$ cat src/rtl/regfile_wb_arbiter.sv
// Write-back arbiter for the shared regfile write port, with a per-bank pending-write
// scoreboard that the issue stage uses to detect RAW/WAW hazards.
module regfile_wb_arbiter #(
  parameter int WIDTH  = 16,
  parameter int REGS   = 16,
  parameter int ADDR_W = 4
) (
  input  logic              clk,
  input  logic              rst_n,
  input  logic              s_valid,
  output logic              s_ready,
  input  logic [ADDR_W-1:0] s_addr,
  input  logic [WIDTH-1:0]  s_data,
  input  logic              v_valid,
  output logic              v_ready,
  input  logic [ADDR_W-1:0] v_addr,
  input  logic [WIDTH-1:0]  v_data,
  input  logic              v_esc,
  input  logic              rsv_valid,
  input  logic [ADDR_W-1:0] rsv_addr,
  input  logic              rsv_vec,
  output logic              rsv_ready,
  input  logic [ADDR_W-1:0] q_addr1,
  input  logic [ADDR_W-1:0] q_addr2,
  input  logic              q_vec,
  output logic              q_busy1,
  output logic              q_busy2,
  output logic              we3,
  output logic [ADDR_W-1:0] wa3,
  output logic [WIDTH-1:0]  wd3,
  output logic              isvector,
  output logic              vect_esc,
  output logic              pc_write_err
);

  localparam logic [ADDR_W-1:0] PC_ADDR = ADDR_W'(15);
  localparam logic [REGS-1:0]   ONE     = REGS'(1);

  logic              r_last_v;
  logic [REGS-1:0]   r_pend_s;
  logic [REGS-1:0]   r_pend_v;
  logic              r_we3;
  logic [ADDR_W-1:0] r_wa3;
  logic [WIDTH-1:0]  r_wd3;
  logic              r_isvec;
  logic              r_esc;
  logic              r_pc_err;

  logic              w_s_gnt;
  logic              w_v_gnt;
  logic              w_rsv_ok;
  logic [REGS-1:0]   w_set_s;
  logic [REGS-1:0]   w_set_v;
  logic [REGS-1:0]   w_clr_s;
  logic [REGS-1:0]   w_clr_v;

  // Grants are masked during reset so nothing is consumed that will be squashed.
  assign w_s_gnt  = rst_n && s_valid && (!v_valid || r_last_v);
  assign w_v_gnt  = rst_n && v_valid && (!s_valid || !r_last_v);
  assign w_rsv_ok = rst_n && !(rsv_vec ? r_pend_v[rsv_addr] : r_pend_s[rsv_addr]);

  assign s_ready   = w_s_gnt;
  assign v_ready   = w_v_gnt;
  assign rsv_ready = w_rsv_ok;
  assign q_busy1   = q_vec ? r_pend_v[q_addr1] : r_pend_s[q_addr1];
  assign q_busy2   = q_vec ? r_pend_v[q_addr2] : r_pend_s[q_addr2];

  // The write presented this cycle commits at the coming edge, so its pending bit drops then.
  assign w_clr_s = (r_we3 && !r_isvec) ? (ONE << r_wa3) : '0;
  assign w_clr_v = (r_we3 &&  r_isvec) ? (ONE << r_wa3) : '0;
  assign w_set_s = (rsv_valid && w_rsv_ok && !rsv_vec) ? (ONE << rsv_addr) : '0;
  assign w_set_v = (rsv_valid && w_rsv_ok &&  rsv_vec) ? (ONE << rsv_addr) : '0;

  assign we3          = r_we3;
  assign wa3          = r_wa3;
  assign wd3          = r_wd3;
  assign isvector     = r_isvec;
  assign vect_esc     = r_esc;
  assign pc_write_err = r_pc_err;

  always_ff @(posedge clk) begin
    if (!rst_n) begin
      r_last_v <= 1'b1;
      r_pend_s <= '0;
      r_pend_v <= '0;
      r_we3    <= 1'b0;
      r_wa3    <= '0;
      r_wd3    <= '0;
      r_isvec  <= 1'b0;
      r_esc    <= 1'b0;
      r_pc_err <= 1'b0;
    end else begin
      r_pend_s <= (r_pend_s & ~w_clr_s) | w_set_s;
      r_pend_v <= (r_pend_v & ~w_clr_v) | w_set_v;
      r_we3    <= 1'b0;
      r_pc_err <= 1'b0;
      if (w_s_gnt) begin
        r_last_v <= 1'b0;
        // Scalar R15 is the PC: the request is consumed but never reaches the regfile.
        if (s_addr == PC_ADDR) begin
          r_pc_err <= 1'b1;
        end else begin
          r_we3   <= 1'b1;
          r_wa3   <= s_addr;
          r_wd3   <= s_data;
          r_isvec <= 1'b0;
          r_esc   <= 1'b0;
        end
      end else if (w_v_gnt) begin
        r_last_v <= 1'b1;
        r_we3    <= 1'b1;
        r_wa3    <= v_addr;
        r_wd3    <= v_data;
        r_isvec  <= 1'b1;
        r_esc    <= v_esc;
      end
    end
  end

endmodule

$ cat config.mk
export PLATFORM = sky130hd
export DESIGN_NAME = regfile_wb_arbiter
export DESIGN_NICKNAME = d
export VERILOG_FILES = /design/src/rtl/regfile_wb_arbiter.sv
export SDC_FILE = /design/constraint.sdc
export NUM_CORES = 1
export LEC_CHECK = 0
export BUFFER_PORTS_ARGS = -buffer_cell sky130_fd_sc_hd__buf_4
export CORE_MARGIN = 4
export CORE_UTILIZATION = 50
export CTS_CLUSTER_SIZE = 40
export DETAILED_ROUTE_END_ITERATION = 12
export GPL_ROUTABILITY_DRIVEN = 0
export HOLD_SLACK_MARGIN = 0.03
export PLACE_DENSITY = 0.77
export SKIP_CTS_REPAIR_TIMING = 1
export SYNTH_ARGS = -nofsm -noshare
export SYNTH_HDL_FRONTEND = slang
export SYNTH_SLANG_ARGS = --single-unit
$ cat constraint.sdc
create_clock -name clk -period 6.4 [get_ports clk]
set_clock_uncertainty 0.15 [all_clocks]
set_input_delay 1.6 -clock clk [delete_from_list [all_inputs] [get_ports clk]]
set_output_delay 1.6 -clock clk [all_outputs]
set_load 0.005 [all_outputs]
Yosys cells after proc, flatten, opt, wreduce, memory -nomap -nowiden
Index checks and enable logic that the tools add are counted.
- add/subtract/negate cells: 0
- multiply operators: 0
- divide/modulo/power cells: 0
- magnitude comparators: 3
- equal/unequal tests: 2
- shifts and indexed selects: 2
- multiplexer cells: 35
- bitwise gates (word level): 6
- reduce and logical (&&, ||, !) cells: 21
- operators by type and width (kind ; count):
    16-bit 2-to-1 mux ; 7
    16-bit AND ; 2
    16-bit NOT ; 2
    16-bit OR ; 2
    1-bit by 4-bit << shifter with 16-bit output (first input constant) ; 2
    1-bit binary-select mux with 4-bit select ; 6
    1-bit 2-to-1 mux ; 19
    4-bit by 5-bit less-than comparator with 1-bit output (second input constant) ; 3
    4-bit 2-to-1 mux ; 3
    1-bit logical AND ; 10
    1-bit zero test ; 6
    4-bit equality test (second input constant) ; 1
    2-bit AND reduction ; 2
    1-bit logical OR ; 2
    2-bit inequality test (second input constant) ; 1
    2-bit nonzero test ; 1
- register bits after elaboration: 57
- latch bits: 0
- memory bits (writable): 0
- bits in read-only memories: 0
- input bits: 60
- output and inout port bits: 29
- logic and storage cells: 78
- memories kept: 0

Logic depth before layout (Yosys ltp)
- word-level depth: 9
- gate-level depth with buffers: 8
- gate-level depth less buffers: 7

Worst setup path before layout
No wires, ideal clock.
- kind: input to output
- start point: input port q_addr1[0]
- end point: output port q_busy1
- arrival time: 2994 ps
- required time: 4650 ps
- setup slack: 1656 ps
- stages on the path: 4
- path buffers: 1
- path through: buf_4 > mux4_2 > mux4_2 > mux2_2
- word-level cells in the longest chain between the ends: 3
- elaborated cells on any way between the ends: 5
- classes of those cells: 5 x mux
- RTL lines (what ; RTL line ; text):
    start, declared ; 23 ; input logic [ADDR_W-1:0] q_addr1,
    1-bit binary-select mux with 4-bit select ; 65 ; assign q_busy1 = q_vec ? r_pend_v[q_addr1] : r_pend_s[q_addr1];
    1-bit 2-to-1 mux (not written as such) ; 65 ;
    1-bit 2-to-1 mux (*) ; 65 ;
    end, declared ; 26 ; output logic q_busy1,
Every way passes the cells marked *; elsewhere a longest branch is shown, timed or not. The select of a mux whose other input is x is not followed.

Worst setup path after layout
- start point: input port rsv_addr[1]
- end point: output port rsv_ready
- word-level cells in the longest chain between the ends: 5
- elaborated cells on any way between the ends: 7
- classes of those cells: 5 x mux; 2 x reduce/logical
- RTL lines (what ; RTL line ; text):
    start, declared ; 20 ; input logic [ADDR_W-1:0] rsv_addr,
    1-bit binary-select mux with 4-bit select ; 60 ; assign w_rsv_ok = rst_n && !(rsv_vec ? r_pend_v[rsv_addr] : r_pend_s[rsv_addr]);
    1-bit 2-to-1 mux (not written as such) ; 60 ;
    1-bit 2-to-1 mux (*) ; 60 ;
    1-bit zero test (*) ; 60 ;
    1-bit logical AND (*) ; 60 ;
    end, declared ; 22 ; output logic rsv_ready,
Marks and branches as above.

==> flow_summary_export.csv <==
group,metric,value,unit
clock_tree,cts.clk_slew.worst_paths,0.07,ns
detailed_routing,vias,3135,
floorplanning,io_pins,89,
pwr,powerDensity,204,nW/um2
sta,setup_viol,0,
setup_path,start_kind,"input port",
yosys,synth_ff_type,"dfxtp_1",
yosys,synth_area_leaders,"dfxtp_1 36%, mux4_2 17%, nand2_1 7.1%",
final_layout,n_fill_cell,506,
detailed_routing,wl_met3,1250,um
yosys,synth-edff-count,0,
final_layout,synthToLayoutAreaGrowth,25.5,%
yosys,synthArstFlopShare,0,
setup_path,critPathArrivalTime,3.28,ns
clock_tree,clock_latency,0.34,ns
sta,max_freq,199,MHz
yosys,yosys.area.top_type,"dfxtp_1",
status,run_status,"finished, final reports clean",
setup_path,cp.required,4.65,ns
sta,hold_viol_final,0,
clock_tree,cts_root_buffer,"clkbuf_8",
setup_path,crit_fanout,21,
placed_design,place_hpwl,6910,um
floorplanning,initial_core_util,0.525,
detailed_routing,drt_pass1_iterations,5,
yosys,yosysWarnings,0,
floorplanning,coreArea,6060,um2
floorplanning,dieArea,7710,um2
sta,grt_setup_unrepaired,"false",
global_routing,grt_overflow,0,
job,maxCapViolCount,0,
placed_design,io_buffers,88,
global_routing,grt_pass1_wl,15000,um
pwr,irDropWorstVdd,0.170,mV
yosys,netlist_area,3180,um2
clock_tree,htreeDepth,3,
detailed_routing,postRouteAntennaNets,0,
floorplanning,die_w,87.8,um
yosys,ys_top_cells_by_count,"60 x nand2_1, 57 x dfxtp_1, 29 x nor2_1",
detailed_routing,drc,0,
yosys,syn-instance-count,346,
final_layout,n_antenna_cell,0,
setup_path,crit_type,"input port to primary output",
yosys,synth-seq-cells,57,
pwr,p_leak,1.57,nW
global_routing,first_global_vias,3102,
yosys,synth_top_area_share,0.358,
final_layout,drive_above_1_share,0.329,
yosys,synth_cell_types,34,
sta,hold_ws,0.347,ns
global_routing,antenna_found_initial,0,
clock_tree,tritoncts,"built",
floorplanning,dieHeight,87.8,um
detailed_routing,wirelength,9250,um
detailed_routing,via_per_inst,6.30,
yosys,synth_area_per_cell,9.20,um2
clock_tree,clk_path_buf_depth,2,
sta,setup_tns,0,ns
final_layout,fin_util,0.659,
yosys,ys_seq_area_frac,0.358,
min_path,hold_class,"flop to flop",
clock_tree,cts_made_buffers,9,
sta,period_share,0.786,
detailed_routing,first_iter_violations,332,
detailed_routing,dr_wl_met2,4130,um
yosys,synth.most_common_cell,"nand2_1",
detailed_routing,wl_met1,3570,um
sta,drv_slew,0,
global_routing,grt_max_degree,47,
detailed_routing,top_layer,"met4",
detailed_routing,avgRoutedWirePerCell,18.6,um
global_routing,grt_use_total,0.252,
setup_path,critPathCaptureType,"primary output",
clock_tree,clock-sinks,57,
yosys,synth.net_count,406,
final_layout,num-nets-final,478,
floorplanning,row_count,28,
sta,worst_slew_pin_slew,1.09,ns
sta,min_period,5.03,ns
sta,max_slew_margin,0.270,
critical path, cell delays in order:
cell	delay (ns)
buf_4	0.25
mux2_2	0.37
or3_1	0.31
nand4_1	0.10
a21oi_2	0.14
a211oi_1	0.34
buf_4	0.17
routing by layer:
layer | up-vias | track usage
met2 | 202 | 0.391
li1 | 1470 | -
met4 | 0 | 0.123
met1 | 1436 | 0.305
met3 | 27 | 0.0997
met5 | - | 0
where the power goes:
| part | switching [W] | total (W) | internal [W] |
|---|---|---|---|
| sequential | 0.0000157 | 0.000386 | 0.000371 |
| clock | 0.000146 | 0.000283 | 0.000137 |
| combinational | 0.0000746 | 0.000146 | 0.0000714 |
| total | 0.000236 | 0.000816 | 0.000579 |
cell families after synthesis:
group | Yosys count | share of synthesized area
flip-flops | 57 | 0.358
multiplexers | 34 | 0.202
buffers and inverters | 36 | 0.0464
AO/OA/AOI/OAI | 91 | 0.210
AND/OR/NAND/NOR | 128 | 0.182
state kept, by name (all words and copies together) (netlist names):
name / cells
r_pend_s: 16
r_pend_v: 16
wd3: 16
wa3: 4
isvector: 1
pc_write_err: 1
r_last_v: 1
vect_esc: 1
we3: 1
per-stage QoR:
| stage | total power (W) | area, um2 | std cells | setup WS [ns] |
|---|---|---|---|---|
| floorplan | 0.000470 | 3180 | 346 | 1.66 |
| global placement | 0.000538 | 3830 | 482 | 1.46 |
| detailed placement | 0.000540 | 3830 | 482 | 1.37 |
| CTS | 0.000822 | 3990 | 498 | 1.37 |
| global route | 0.000854 | 3990 | 498 | 1.27 |
| finish | 0.000816 | 3990 | 498 | 1.37 |
path summary, 6_finish.rpt:
path / start / depth (start not counted) / slack [ns] / end
hold / removal: wd3[2]$_SDFFE_PN0P_ / 2 / 0.35 / wd3[2]$_SDFFE_PN0P_
setup / recovery: rsv_addr[1] / 7 / 1.37 / rsv_ready
hold reg to reg: wd3[2]$_SDFFE_PN0P_ / 2 / 0.35 / wd3[2]$_SDFFE_PN0P_
setup reg to reg: r_last_v$_SDFFE_PN1P_ / 8 / 3.82 / wa3[0]$_SDFFE_PN0P_
final cells by class:
type | count | area, um2 | area share
Multi-Input combinational cell | 253 | 1890 | 0.474
Sequential cell | 57 | 1140 | 0.286
Timing Repair Buffer | 90 | 676 | 0.169
Clock buffer | 10 | 128 | 0.0320
Tap cell | 75 | 93.8 | 0.0235
Clock inverter | 6 | 35.0 | 0.00877
Inverter | 7 | 26.3 | 0.00658
cell usage in the layout, fill, tap and decap left out, drive strengths merged, types with 7 or more instances in the layout:
| cell type | Yosys | routed |
|---|---|---|
| nand4 | 8 | 8 |
| o211ai | 25 | 25 |
| buf | 7 | 90 |
| inv | 7 | 7 |
| clkbuf | 22 | 10 |
| o21ai | 21 | 21 |
| o311ai | 9 | 9 |
| nand2 | 60 | 60 |
| o31ai | 8 | 8 |
| mux2i | 7 | 7 |
| nand3 | 11 | 11 |
| a311oi | 20 | 20 |
| nor2 | 29 | 29 |
| dfxtp | 57 | 57 |
| mux4 | 24 | 24 |
No activity file was read; power rests on OpenSTA's default activity.
